**src/rtl/mem_arb_pkg.sv**
```systemverilog
// Shared definitions for the fetch/data memory port arbiter: state encoding,
// requester identifiers and the default starvation limit.
package mem_arb_pkg;

    typedef enum logic [1:0] {
        ST_IDLE   = 2'd0,
        ST_GNT_IF = 2'd1,
        ST_GNT_DM = 2'd2,
        ST_RESP   = 2'd3
    } arb_state_t;

    localparam logic OWN_IF = 1'b0;
    localparam logic OWN_DM = 1'b1;

    localparam int STARVE_MAX_DEF = 4;

endpackage

```
**src/rtl/mem_port_arbiter.sv**
```systemverilog
// Arbitrates one single-ported backing memory between instruction fetch and the
// data memory stage, one transaction at a time, with data priority and a fetch starvation guard.
module mem_port_arbiter
    import mem_arb_pkg::*;
#(
    parameter int AW         = 32,
    parameter int DW         = 32,
    parameter int STARVE_MAX = STARVE_MAX_DEF
) (
    input  logic          clk,
    input  logic          rst,
    input  logic          if_req,
    input  logic [AW-1:0] if_addr,
    output logic [DW-1:0] if_rdata,
    output logic          if_ack,
    output logic          if_busy,
    input  logic          dm_req,
    input  logic          dm_we,
    input  logic [AW-1:0] dm_addr,
    input  logic [DW-1:0] dm_wdata,
    output logic [DW-1:0] dm_rdata,
    output logic          dm_ack,
    output logic          dm_busy,
    output logic          mem_req,
    output logic          mem_we,
    output logic [AW-1:0] mem_addr,
    output logic [DW-1:0] mem_wdata,
    input  logic [DW-1:0] mem_rdata,
    input  logic          mem_ack
);

    localparam int CW = $clog2(STARVE_MAX + 1);
    localparam logic [CW-1:0] STARVE_LIM = CW'(STARVE_MAX);

    arb_state_t    state_r,     state_s;
    logic          mem_req_r,   mem_req_s;
    logic          mem_we_r,    mem_we_s;
    logic [AW-1:0] mem_addr_r,  mem_addr_s;
    logic [DW-1:0] mem_wdata_r, mem_wdata_s;
    logic          if_ack_r,    if_ack_s;
    logic          dm_ack_r,    dm_ack_s;
    logic [DW-1:0] if_rdata_r,  if_rdata_s;
    logic [DW-1:0] dm_rdata_r,  dm_rdata_s;
    logic [CW-1:0] starve_r,    starve_s;
    logic          owner_s;
    logic          if_forced_s;

    function automatic logic [CW-1:0] sat_inc(input logic [CW-1:0] v);
        sat_inc = (v == STARVE_LIM) ? v : v + CW'(1);
    endfunction

    assign owner_s     = (state_r == ST_GNT_DM) ? OWN_DM : OWN_IF;
    assign if_forced_s = if_req && (starve_r == STARVE_LIM);

    // Next-state, capture and response logic
    always_comb begin
        state_s     = state_r;
        mem_req_s   = mem_req_r;
        mem_we_s    = mem_we_r;
        mem_addr_s  = mem_addr_r;
        mem_wdata_s = mem_wdata_r;
        if_ack_s    = 1'b0;
        dm_ack_s    = 1'b0;
        if_rdata_s  = if_rdata_r;
        dm_rdata_s  = dm_rdata_r;
        starve_s    = starve_r;
        case (state_r)
            ST_IDLE: begin
                if (dm_req && !if_forced_s) begin
                    state_s     = ST_GNT_DM;
                    mem_req_s   = 1'b1;
                    mem_we_s    = dm_we;
                    mem_addr_s  = dm_addr;
                    mem_wdata_s = dm_wdata;
                    starve_s    = if_req ? sat_inc(starve_r) : {CW{1'b0}};
                end else if (if_req) begin
                    state_s     = ST_GNT_IF;
                    mem_req_s   = 1'b1;
                    mem_we_s    = 1'b0;
                    mem_addr_s  = if_addr;
                    mem_wdata_s = {DW{1'b0}};
                    starve_s    = {CW{1'b0}};
                end else begin
                    starve_s    = {CW{1'b0}};
                end
            end
            ST_GNT_IF, ST_GNT_DM: begin
                if (mem_ack) begin
                    mem_req_s = 1'b0;
                    state_s   = ST_RESP;
                    if (owner_s == OWN_IF) begin
                        if_ack_s   = 1'b1;
                        if_rdata_s = mem_rdata;
                    end else if (!mem_we_r) begin
                        dm_ack_s   = 1'b1;
                        dm_rdata_s = mem_rdata;
                    end else begin
                        dm_ack_s   = 1'b1;
                    end
                end else begin
                    state_s = state_r;
                end
            end
            // Requester updates its request at the end of the ack cycle; nothing is granted here
            ST_RESP: begin
                state_s = ST_IDLE;
            end
            default: begin
                state_s   = ST_IDLE;
                mem_req_s = 1'b0;
            end
        endcase
    end

    // State and registered outputs
    always_ff @(posedge clk) begin
        if (rst) begin
            state_r     <= ST_IDLE;
            mem_req_r   <= 1'b0;
            mem_we_r    <= 1'b0;
            mem_addr_r  <= {AW{1'b0}};
            mem_wdata_r <= {DW{1'b0}};
            if_ack_r    <= 1'b0;
            dm_ack_r    <= 1'b0;
            if_rdata_r  <= {DW{1'b0}};
            dm_rdata_r  <= {DW{1'b0}};
            starve_r    <= {CW{1'b0}};
        end else begin
            state_r     <= state_s;
            mem_req_r   <= mem_req_s;
            mem_we_r    <= mem_we_s;
            mem_addr_r  <= mem_addr_s;
            mem_wdata_r <= mem_wdata_s;
            if_ack_r    <= if_ack_s;
            dm_ack_r    <= dm_ack_s;
            if_rdata_r  <= if_rdata_s;
            dm_rdata_r  <= dm_rdata_s;
            starve_r    <= starve_s;
        end
    end

    assign mem_req   = mem_req_r;
    assign mem_we    = mem_we_r;
    assign mem_addr  = mem_addr_r;
    assign mem_wdata = mem_wdata_r;
    assign if_ack    = if_ack_r;
    assign dm_ack    = dm_ack_r;
    assign if_rdata  = if_rdata_r;
    assign dm_rdata  = dm_rdata_r;
    assign if_busy   = if_req & ~if_ack_r;
    assign dm_busy   = dm_req & ~dm_ack_r;

endmodule

```
**config.mk**
```make
export PLATFORM = sky130hd
export DESIGN_NAME = mem_port_arbiter
export DESIGN_NICKNAME = d
export VERILOG_FILES = /design/src/rtl/mem_arb_pkg.sv /design/src/rtl/mem_port_arbiter.sv
export SDC_FILE = /design/constraint.sdc
export NUM_CORES = 1
export LEC_CHECK = 0
export BUFFER_PORTS_ARGS = -buffer_cell sky130_fd_sc_hd__buf_2
export CAP_MARGIN = 20
export CELL_PAD_IN_SITES_DETAIL_PLACEMENT = 1
export CELL_PAD_IN_SITES_GLOBAL_PLACEMENT = 2
export CORE_MARGIN = 2
export CORE_UTILIZATION = 26
export DETAILED_ROUTE_END_ITERATION = 12
export PLACE_DENSITY = 0.83
export SLEW_MARGIN = 20
export SYNTH_ARGS = -nofsm -noshare
export SYNTH_HDL_FRONTEND = slang
export SYNTH_SLANG_ARGS = --single-unit
export TNS_END_PERCENT = 5
```
**constraint.sdc**
```tcl
create_clock -name clk -period 4.1 [get_ports clk]
set_input_delay 0.41 -clock clk [delete_from_list [all_inputs] [get_ports clk]]
set_output_delay 0.41 -clock clk [all_outputs]
set_load 0.01 [all_outputs]
```
==> flow_summary_export.csv <==
group,metric,value,unit
outcome,status,"finished, final reports clean",
logic_synthesis,async_flop_share,0,%
logic_synthesis,synthAdderAreaFrac,1.37,%
critical_path,critPathRequiredTime,4.42,ns
placed_design,gp_congestion,0.712,
route,vias,5716,
logic_synthesis,synthTopCellsByArea,"dfxtp_1 50%, nand2_1 11%, a21oi_1 9.2%, a311oi_1 5.3%, nand4_1 3.9%",
route,vias_per_cell,4.79,
logic_synthesis,synth-simple-area-share,22.7,%
clock_network,h-tree-depth,4,
pwr,power.switching,1.62,mW
logic_synthesis,synth_compound_area_share,18.7,%
timing,setup_viol,0,
clock_network,clk_latency,0.42,ns
critical_path,cp-start-kind,"register",
critical_path,timing.rr.start,"starve_r[0]$_SDFFE_PP0P_",
logic_synthesis,synth_edf_count,0,
cells_and_area,stdcell_area,7560,um^2
cells_and_area,seqCellArea,2740,um^2
critical_path,path_max_fanout,46,
logic_synthesis,syn_area_per_cell,8.16,um^2
timing,period_minus_slack,2.35,ns
logic_synthesis,synth_cell_types,35,
pwr,p_per_area,639,nW/um^2
critical_path,reg2reg_slack,1.75,ns
floorplanning,die_area,22300,um^2
logic_synthesis,ys_seq_area_share,50.0,%
timing,tns,0,ns
logic_synthesis,synth_top_area_cell,"dfxtp_1",
route,drt_iter0_markers,181,
cells_and_area,multi_input_area,2360,um^2
critical_path,r2r_end,"mem_addr[13]$_SDFFE_PP0P_",
logic_synthesis,ys_ff_latch,137,
timing,max-slew-margin-rel,34.0,%
logic_synthesis,synth_top_area_share,50.0,%
pwr,seq_power_share,35.7,%
grt,antenna_found_initial,3,
placed_design,placed_area,6880,um^2
timing,rsz0062_at_grt,"false",
logic_synthesis,synth_ff_type,"dfxtp_1",
critical_path,worstSetupPathType,"register to register",
clock_network,post_cts_buffers,0,
cells_and_area,drive_gt1_share,34.4,%
logic_synthesis,syn_nets,812,
route,drcViolationCount,0,
cells_and_area,final_nets,1042,
timing,timing.fmax,426,MHz
floorplanning,die_h,149,um
floorplanning,core,20900,um^2
timing,maxSlewViolCount,0,
floorplanning,start_util,26.2,%
grt,grt_pass1_wl,29800,um
clock_network,cts_tree,"built",
floorplanning,rows,53,
route,antenna_left,0,
logic_synthesis,synthMuxAreaShare,0.183,%
min_path,hold_path_class,"input pin to register",
pwr,clock_power_share,35.6,%
pwr,p_comb_share,28.6,%
placed_design,post-dp-hpwl,13000,um
critical_path,arrival,2.67,ns
floorplanning,die_w,149,um
grt,grt_pass1_vias,5717,
timing,fin_skew,0.00737,ns
route,routed_wl,19100,um
pwr,p_int,3.20,mW
clock_network,cts_buffer_depth,2,
grt,grt_usage,16.8,%
timing,fin_crit_sh,57.3,%
clock_network,cts.hold.buffers_added,0,
logic_synthesis,synth_xor_area_share,0,%
cells_and_area,area_growth,37.8,%
floorplanning,io_pins,268,
cells_and_area,fill_cells,2584,
grt,grt_start_max_net_pins,74,
critical_path,crit_path_start,"starve_r[0]$_SDFFE_PP0P_",
pwr,p_sw_share,33.6,%
route,drt-pass1-iter-count,4,
clock_network,cts_buffers,17,
clock_network,cts.clk_slew.worst_paths,0.06,ns
clock_network,root_buffer,"clkbuf_16",
logic_synthesis,synthCells,672,
logic_synthesis,synth_top_family_by_area,"simple AND/OR/NAND/NOR gates",
critical_path,critPathCaptureType,"register",
min_path,min_to,"if_rdata[22]$_SDFFE_PP0P_",
grt,grt-ovfl-total,0,
min_path,whs_path_depth,3,
critical_path,reg2reg_depth,6,
clock_network,cts-resized-gates,0,
min_path,min-delay-start,"mem_rdata[22]",
pwr,power.total,4.83,mW
logic_synthesis,syn_area,5480,um^2
placed_design,io_buffers,267,
clock_network,cts.sinks,137,
pwr,power.leakage,3.35,nW
timing,hold_viol,0,
route,wl_per_cell,16.0,um
timing,worstMarginPinSlew,0.989,ns
pwr,ir_worst_vdd,0.338,mV
logic_synthesis,yosys_warnings,0,
flow_run,drv_cap,0,
[per-stage QoR]
step / hold WS, ns / instances / util (%) / setup WS [ns]
after floorplan: 0.459 / 672 / - / 2.66
after detailed placement: 0.443 / 1158 / 33.0 / 1.60
after global placement: 0.439 / 1158 / 33.0 / 1.70
after CTS: 0.215 / 1190 / 36.1 / 1.58
final: 0.240 / 1193 / 36.2 / 1.75
after global routing: 0.228 / 1193 / 36.2 / 1.54
[final cells by class]
type,instances,share of cell area [%]
Sequential cell,137,36.3
Multi-Input combinational cell,462,31.3
Timing Repair Buffer,277,18.7
Clock buffer,18,5.81
Tap cell,275,4.55
Clock inverter,14,2.91
Inverter,7,0.348
Antenna cell,3,0.0994
[state kept, by name (all words and copies together), names as in the netlist, 2 cells and up]
signal,flops
dm_rdata,32
mem_addr,32
state_r,2
if_rdata,32
mem_wdata,32
starve_r,3
[cell usage after synthesis, types with 2 or more instances]
master and count:
ha_1 6, clkbuf_1 20, a21oi_1 101, buf_6 7, and3b_1 3, buf_1 5, inv_1 7, o21ai_0 22
nand3b_1 2, nand3_1 33, buf_4 6, a311oi_1 33, nor2_1 35, o21ai_1 14, buf_2 27, nand2_1 162
dfxtp_1 137, nor2b_1 2, nand4_1 34
[logic make-up after synthesis]
| logic type | count (synthesis) |
|---|---|
| simple gates | 279 |
| compound gates | 176 |
| flops | 137 |
| buf+inv | 73 |
| fa+ha+maj | 6 |
| mux | 1 |
[layer usage]
metal	GRT usage, %	vias up	part of all wire (%)
met3	4.83	27	7.1
met5	0	-	0
met4	7.52	0	2.4
met2	27.5	182	47
li1	-	2798	-
met1	20.6	2709	44
[worst max-delay path, cell delays in order, from the launching register on]
cell and delay, ns:
dfxtp_1 0.36, inv_1 0.06, ha_1 0.23, nand3_2 0.70, buf_4 0.43, nand3_1 0.13
a311oi_1 0.32
[power groups by stage]
stage | registers [mW] | logic [mW] | clock network (mW)
floorplan | 1.87 | 0.791 | 0
global placement | 1.75 | 1.38 | 0
detailed placement | 1.75 | 1.41 | 0
CTS | 1.73 | 1.41 | 1.78
global route | 1.76 | 1.55 | 1.82
finish | 1.72 | 1.38 | 1.72
[worst max-delay path by stage]
stage / end / cells past startpoint
global placement: mem_addr[0]$_SDFFE_PP0P_ / 6
floorplan: if_rdata[1]$_SDFFE_PP0P_ / 7
CTS: mem_addr[13]$_SDFFE_PP0P_ / 6
finish: mem_addr[13]$_SDFFE_PP0P_ / 6
global route: mem_addr[2]$_SDFFE_PP0P_ / 6
detailed placement: mem_addr[13]$_SDFFE_PP0P_ / 6
[cell usage in the layout (no fill, tap or decap), drive strengths merged, types with 9 or more instances in the layout]
cell type	n
a21oi	101
a311oi	33
buf	277
clkbuf	18
dfxtp	137
inv	9
nand2	162
nand3	34
nand4	34
nor2	35
o21ai	37
(Power assumes the default switching activity.)
